`src/rtl/mux_4x1_rr_arbiter.sv`:
```
// Round-robin arbiter and burst sequencer for a shared 4:1 datapath mux.
// One requester owns the mux at a time for up to MAX_BURST beats; each grant
// is followed by a single IDLE cycle in which the next owner is chosen.
module mux_4x1_rr_arbiter #(
  parameter int unsigned W         = 8,
  parameter int unsigned MAX_BURST = 4   // 1..16
) (
  input  logic           clk,
  input  logic           rst_n,
  input  logic [3:0]     i_req,
  input  logic [4*W-1:0] i_data,
  input  logic           i_out_ready,
  output logic [3:0]     o_gnt,
  output logic [1:0]     o_sel,
  output logic [W-1:0]   o_out_data,
  output logic           o_out_valid,
  output logic [3:0]     o_ack
);

  typedef enum logic {
    StIdle,
    StGrant
  } state_e;

  // Beat count at which the burst is complete (cnt is zero-based).
  localparam logic [3:0] LastCnt = 4'(MAX_BURST - 1);

  state_e     r_state;
  state_e     w_state_d;
  logic [3:0] r_gnt;
  logic [3:0] w_gnt_d;
  logic [1:0] r_sel;
  logic [1:0] w_sel_d;
  logic [1:0] r_ptr;
  logic [1:0] w_ptr_d;
  logic [3:0] r_cnt;
  logic [3:0] w_cnt_d;

  logic       w_found;
  logic [1:0] w_pick;
  logic [1:0] w_try;
  logic       w_beat;

  // Round-robin search starting just after the last granted channel; the
  // last granted channel itself is checked last (offset 4 wraps to ptr).
  always_comb begin
    w_found = 1'b0;
    w_pick  = r_ptr;
    w_try   = r_ptr;
    for (int i = 1; i <= 4; i++) begin
      w_try = r_ptr + 2'(i);
      if (!w_found && i_req[w_try]) begin
        w_found = 1'b1;
        w_pick  = w_try;
      end
    end
  end

  // Downstream handshake and the combinational data mux.
  always_comb begin
    o_out_valid = (r_state == StGrant) && i_req[r_sel];
    w_beat      = o_out_valid && i_out_ready;
    o_ack       = r_gnt & {4{w_beat}};
    o_out_data  = i_data[r_sel*W +: W];
  end

  // Next-state logic: arbitrate in IDLE, count beats and release in GRANT.
  always_comb begin
    w_state_d = r_state;
    w_gnt_d   = r_gnt;
    w_sel_d   = r_sel;
    w_ptr_d   = r_ptr;
    w_cnt_d   = r_cnt;
    unique case (r_state)
      StIdle: begin
        if (w_found) begin
          w_state_d = StGrant;
          w_gnt_d   = 4'b0001 << w_pick;
          w_sel_d   = w_pick;
          w_ptr_d   = w_pick;
          w_cnt_d   = '0;
        end
      end
      StGrant: begin
        // Withdrawal ends the grant without a beat; sel is left as-is.
        if (!i_req[r_sel] || (w_beat && (r_cnt == LastCnt))) begin
          w_state_d = StIdle;
          w_gnt_d   = '0;
          w_cnt_d   = '0;
        end else if (w_beat) begin
          w_cnt_d = r_cnt + 4'd1;
        end
      end
      default: begin
        w_state_d = StIdle;
        w_gnt_d   = '0;
        w_cnt_d   = '0;
      end
    endcase
  end

  // State registers; ptr resets to 3 so the first search begins at channel 0.
  always_ff @(posedge clk or negedge rst_n) begin
    if (!rst_n) begin
      r_state <= StIdle;
      r_gnt   <= '0;
      r_sel   <= '0;
      r_ptr   <= 2'd3;
      r_cnt   <= '0;
    end else begin
      r_state <= w_state_d;
      r_gnt   <= w_gnt_d;
      r_sel   <= w_sel_d;
      r_ptr   <= w_ptr_d;
      r_cnt   <= w_cnt_d;
    end
  end

  assign o_gnt = r_gnt;
  assign o_sel = r_sel;

endmodule

```
`config.mk`:
```
export PLATFORM = sky130hd
export DESIGN_NAME = mux_4x1_rr_arbiter
export DESIGN_NICKNAME = d
export VERILOG_FILES = /design/src/rtl/mux_4x1_rr_arbiter.sv
export SDC_FILE = /design/constraint.sdc
export NUM_CORES = 1
export LEC_CHECK = 0
export BUFFER_PORTS_ARGS = -buffer_cell sky130_fd_sc_hd__buf_2
export CORE_AREA = 2 2 41 62
export CTS_BUF_LIST = sky130_fd_sc_hd__clkbuf_4 sky130_fd_sc_hd__clkbuf_8
export CTS_CLUSTER_SIZE = 12
export DETAILED_ROUTE_END_ITERATION = 8
export DIE_AREA = 0 0 43 64
export PLACE_DENSITY_LB_ADDON = 0.08
export SYNTH_ARGS = -nofsm -noshare
export SYNTH_HDL_FRONTEND = slang
export SYNTH_SLANG_ARGS = --single-unit
```
`constraint.sdc`:
```
create_clock -name clk -period 2.1 [get_ports clk]
set_clock_uncertainty 0.1 [all_clocks]
set_input_delay 0 -clock clk [delete_from_list [all_inputs] [get_ports clk]]
set_output_delay 0 -clock clk [all_outputs]
set_load 0.05 [all_outputs]
```
* Yosys cells after proc, flatten, opt, wreduce, memory -nomap -nowiden *
Index checks and enable logic that the tools add are counted.

word-level totals
  output and inout bits = 19
  bits in registers = 13
  input port bits = 39

operators by class
  add/sub/neg operators = 4
  shift operators = 2
  bitwise logic cells = 2
  equality and inequality tests = 4
  muxes and demuxes = 28
  order comparisons = 5
  reductions and logical operators = 14

operators by type and width
  cell                   number
  $shiftx A32 B6 Y8      1
  $mux W4                5
  $pmux W4 S2            2
  $lt A2 B3 Y1 const B   5
  $mux W1                11
  $bmux W1 S2            5
  $mux W2                4
  $logic_and A1 B1 Y1    6
  $reduce_and A2 Y1      3
  $add A2 B2 Y2 const B  2
  $add A4 B1 Y4 const B  1
  $and A4 B4 Y4          1
  $eq A4 B2 Y1 const B   1
  $logic_not A1 Y1       4
  $shl A1 B2 Y4 const A  1
  $ne A3 B1 Y1 const B   1
  $add A2 B1 Y2 const B  1
  $ne A2 B1 Y1 const B   1
  $ne A2 B2 Y1 const B   1
  $pmux W1 S2            1
  $logic_or A1 B1 Y1     1
  $not A1 Y1             1

* Depth between registers and ports, before layout *
  word-level depth = 16
  depth in mapped cells = 5

* Least setup slack after synthesis *
Ideal clock, no wire load.

  path type = reg2reg
  start = reg r_sel[1] (netlist: o_sel[1])
  end = reg r_gnt[0] (netlist: o_gnt[0])
  required time = 1.914 ns
  setup time = 0.086 ns
  arrival = 2.160 ns
  path buffers = 1
  path slack = -0.246 ns
  cell stages (with the launch flop) = 6
  cell sequence = dfrtp_1 -> clkbuf_1 -> nand2_1 -> o22ai_2 -> a21oi_1 -> o22ai_1

between the ends
  cells in the longest elaborated chain, start to end = 8

RTL lines
  element                        RTL line  RTL
  from (decl)                    32        logic [1:0] r_sel;
  from (signal assigned)         113       r_sel <= w_sel_d;
  $bmux W1 S2                    61        o_out_valid = (r_state == StGrant) && i_req[r_sel];
  $mux W1 (implied by the code)  61
  $logic_and A1 B1 Y1            61
  net o_out_valid                16        output logic o_out_valid,
  $logic_and A1 B1 Y1            62        w_beat = o_out_valid && i_out_ready;
  $logic_and A1 B1 Y1            86        if (!i_req[r_sel] || (w_beat && (r_cnt == LastCnt))) begin
  $logic_or A1 B1 Y1             86
  $ne A2 B1 Y1 (no line)         -
  $reduce_and A2 Y1 (no line)    -
  to (signal assigned)           112       r_gnt <= w_gnt_d;
  to (decl)                      30        logic [3:0] r_gnt;

The timed path passes the listed nets, and every way through them passes these cells. The select of a mux whose other input is x is not followed.
A chain may end at the register's enable or synchronous reset.

* Worst setup path after layout *
  start = reg r_sel[1] (netlist: o_sel[1])
  end = out o_ack[0]

between the ends
  cells in the longest elaborated chain, start to end = 5

RTL lines
  element                        RTL line  RTL
  $bmux W1 S2                    61
  $mux W1 (implied by the code)  61
  $logic_and A1 B1 Y1            61
  $logic_and A1 B1 Y1            62
  $and A4 B4 Y4                  63        o_ack = r_gnt & {4{w_beat}};
  to (decl)                      17        output logic [3:0] o_ack

Every way passes these cells. The select of a mux whose other input is x is not followed.

==> flow_summary.toml <==
[timing]
period_needed_ns = 1.86
rsz0062_at_grt = "no"
slew_headroom = 0.657
drv_slew = 0
layout_setup_ws_ns = 0.235
worst_slew_pin_slew_ns = 0.515
hold_ws_ns = 0.0396
setup-violations-final = 0
period_share = 0.888
finalSetupTns_ns = 0
timing.fmax_ghz = 0.536
hold_viol_final = 0

[global_route]
grt_usage = 0.181
antenna_found_initial = 0
grt_pass1_wl_mm = 3.93
grt_pass1_vias = 891
grt_max_degree = 14
grt_overflow = 0

[run_status]
outcome = "complete, no violations"

[die]
num_rows = 21
fp.coreArea_um2 = 2210
initial_core_util = 0.420
die_h_um = 64
fp.dieW_um = 43
fp.dieArea_um2 = 2750
pin_count = 58

[detailed_routing]
first_pass_iters = 4
first_iter_violations = 14
drc = 0
wl_mm = 2.42
via_per_inst = 5.63
drtAntennaViolNets = 0
wire_per_inst_um = 14.4
vias = 946

[clocking]
cts-htree-levels = 1
cts.path.max_buffers = 2
clock_tree.root_cell = "clkbuf_4"
cts.repair.resized = 0
numCtsBuffers = 3
worst_skew_pair.late_latency_ns = 0.27
clkTransAtPathRegs_ns = 0.08
holdBufCountCts = 1
cts_sinks = 13
post_cts_buffers = 0
cts_tree = "done"

[pwr]
netSwitchingFraction = 0.540
power_density_nw_per_um2 = 1540
p_int_mw = 0.917
seq_power_share = 0.241
max-vdd-ir-drop_mv = 0.673
clockPowerShare = 0.083
p_sw_mw = 1.08
leakage_nw = 0.632
p_comb_frac = 0.676

[synth]
syn_nets = 124
async_flop_share = 1.00
synthTopCellsByCount = "dfrtp_1 (11), mux4_2 (8), inv_1 (6)"
ys.flop_type = "dfrtp_1"
synth_area_leader_cell = "dfrtp_1"
synth.distinct_cells = 32
synth.most_common_cell = "dfrtp_1"
syn_inst = 84
synth_edf_count = 0
ys_seq_area_frac = 0.354
synthTopCellsByArea = "dfrtp_1 (30%), mux4_2 (19%), dfstp_2 (5.7%)"
netlist_area_um2 = 927
avgSynthCellArea_um2 = 11.0
ys.warnings.count = 0
yosys.area.top_type_share = 0.297
synth_seq_cells = 13

[finish]
antennaDiodeCount = 0
nets = 186
seqCellArea_um2 = 330
final_area_um2 = 1290
drive_gt1_frac = 0.552
fillers = 196
multiInputGateArea_um2 = 563
syn2layout_area_growth_pct = 39.4

[worst_setup_path]
worstPathArrival_ns = 1.76
startpoint_type = "flip-flop"
worstPathMaxFanout = 13
path_cells = "nand2b_1 > o22ai_4 > and3_2 > buf_2"
timing.critical_path.required_ns = 2.00
slowest_stage = "dfrtp_2"
cpPeakStageDelay_ns = 0.51
crit_path_end_kind = "output port"
path_buf_inv = 1
critical_path_class = "reg -> out"
critPathTopFamily = "flip-flops"

[placement]
hpwl_mm = 1.94
portBuffers = 57
dp_slack_ns = 0.256
placed_area_um2 = 1250
gp_congestion = 0.679

[flow_run]
maxCapViolations = 0

[worst_hold_path]
hp-class = "in -> async"
-- metrics by stage --
stage / util / std cells / power (mW)
after global placement: 0.567 / 163 / 1.82
after global routing: 0.586 / 168 / 2.11
after floorplan: - / 84 / 1.56
final: 0.586 / 168 / 1.99
after CTS: 0.586 / 168 / 2.01
after detailed placement: 0.567 / 163 / 1.84
-- area by class of cell --
cell class,instances,share of cell area
Clock buffer,4,0.0232
Tap cell,23,0.0223
Sequential cell,13,0.256
Multi-Input combinational cell,61,0.436
Timing Repair Buffer,61,0.246
Inverter,6,0.0174
-- worst paths after layout --
kind	start	to	slack [ns]	cells after the start
hold / removal	rst_n	o_gnt[3]	0.04	2
max in group asynchronous	rst_n	r_ptr[1]	1.58	2
hold reg to reg	o_gnt[1]	o_gnt[1]	0.46	2
min in group clk	i_out_ready	r_state	0.05	3
setup / recovery	o_sel[1]	o_ack[0]	0.24	4
setup reg to reg	o_sel[0]	r_cnt[3]	0.24	4
-- cells in the final DEF, fill, tap and decap left out, drive strengths merged --
cell type    count
a21boi           1
a21o             2
a21oi            4
a31oi            1
a32oi            1
and3             4
buf             60
clkbuf           4
dfrtp           11
dfstp            2
dlygate4sd3      1
ha               1
inv              6
mux2i            3
mux4             8
nand2            3
nand2b           3
nand3            4
nand3b           2
nor2             3
nor2b            1
nor3             1
nor4             1
o21a             4
o21ai            2
o22ai            3
o2bb2ai          2
o31ai            3
o32ai            1
or3              1
or4              2
-- cell families after synthesis --
kind of cell / synth area share
simple gates: 0.151
compound gates: 0.193
flops: 0.354
mux: 0.240
buf+inv: 0.0486
fa+ha+maj: 0.0135
-- state kept, by name, indices dropped and copies added, names as in the netlist --
register  cells
o_sel         2
r_cnt         4
r_ptr         2
o_gnt         4
r_state       1
-- worst register-to-register path: stages, from the launching register on --
cell     delay, ns
dfrtp_2       0.44
mux2i_1       0.39
o32ai_2       0.21
or4_1         0.49
a21oi_1       0.15
-- per-layer routing --
metal | GRT usage | vias to the layer above | part of all wire
met4 | 0.0568 | 0 | 0.0099
met2 | 0.314 | 44 | 0.51
li1 | - | 450 | -
met5 | 0 | - | 0
met1 | 0.226 | 448 | 0.41
met3 | 0.0254 | 4 | 0.074
-- power by group through the flow --
stage                     sequential (mW)  combinational, mW  clock [mW]
after floorplan                     0.572              0.986           0
after global placement              0.478               1.34           0
after detailed placement            0.486               1.35           0
after CTS                           0.480               1.36       0.172
after global routing                0.499               1.43       0.180
final                               0.480               1.35       0.166
Note: power is estimated with default switching activity, not from simulation.
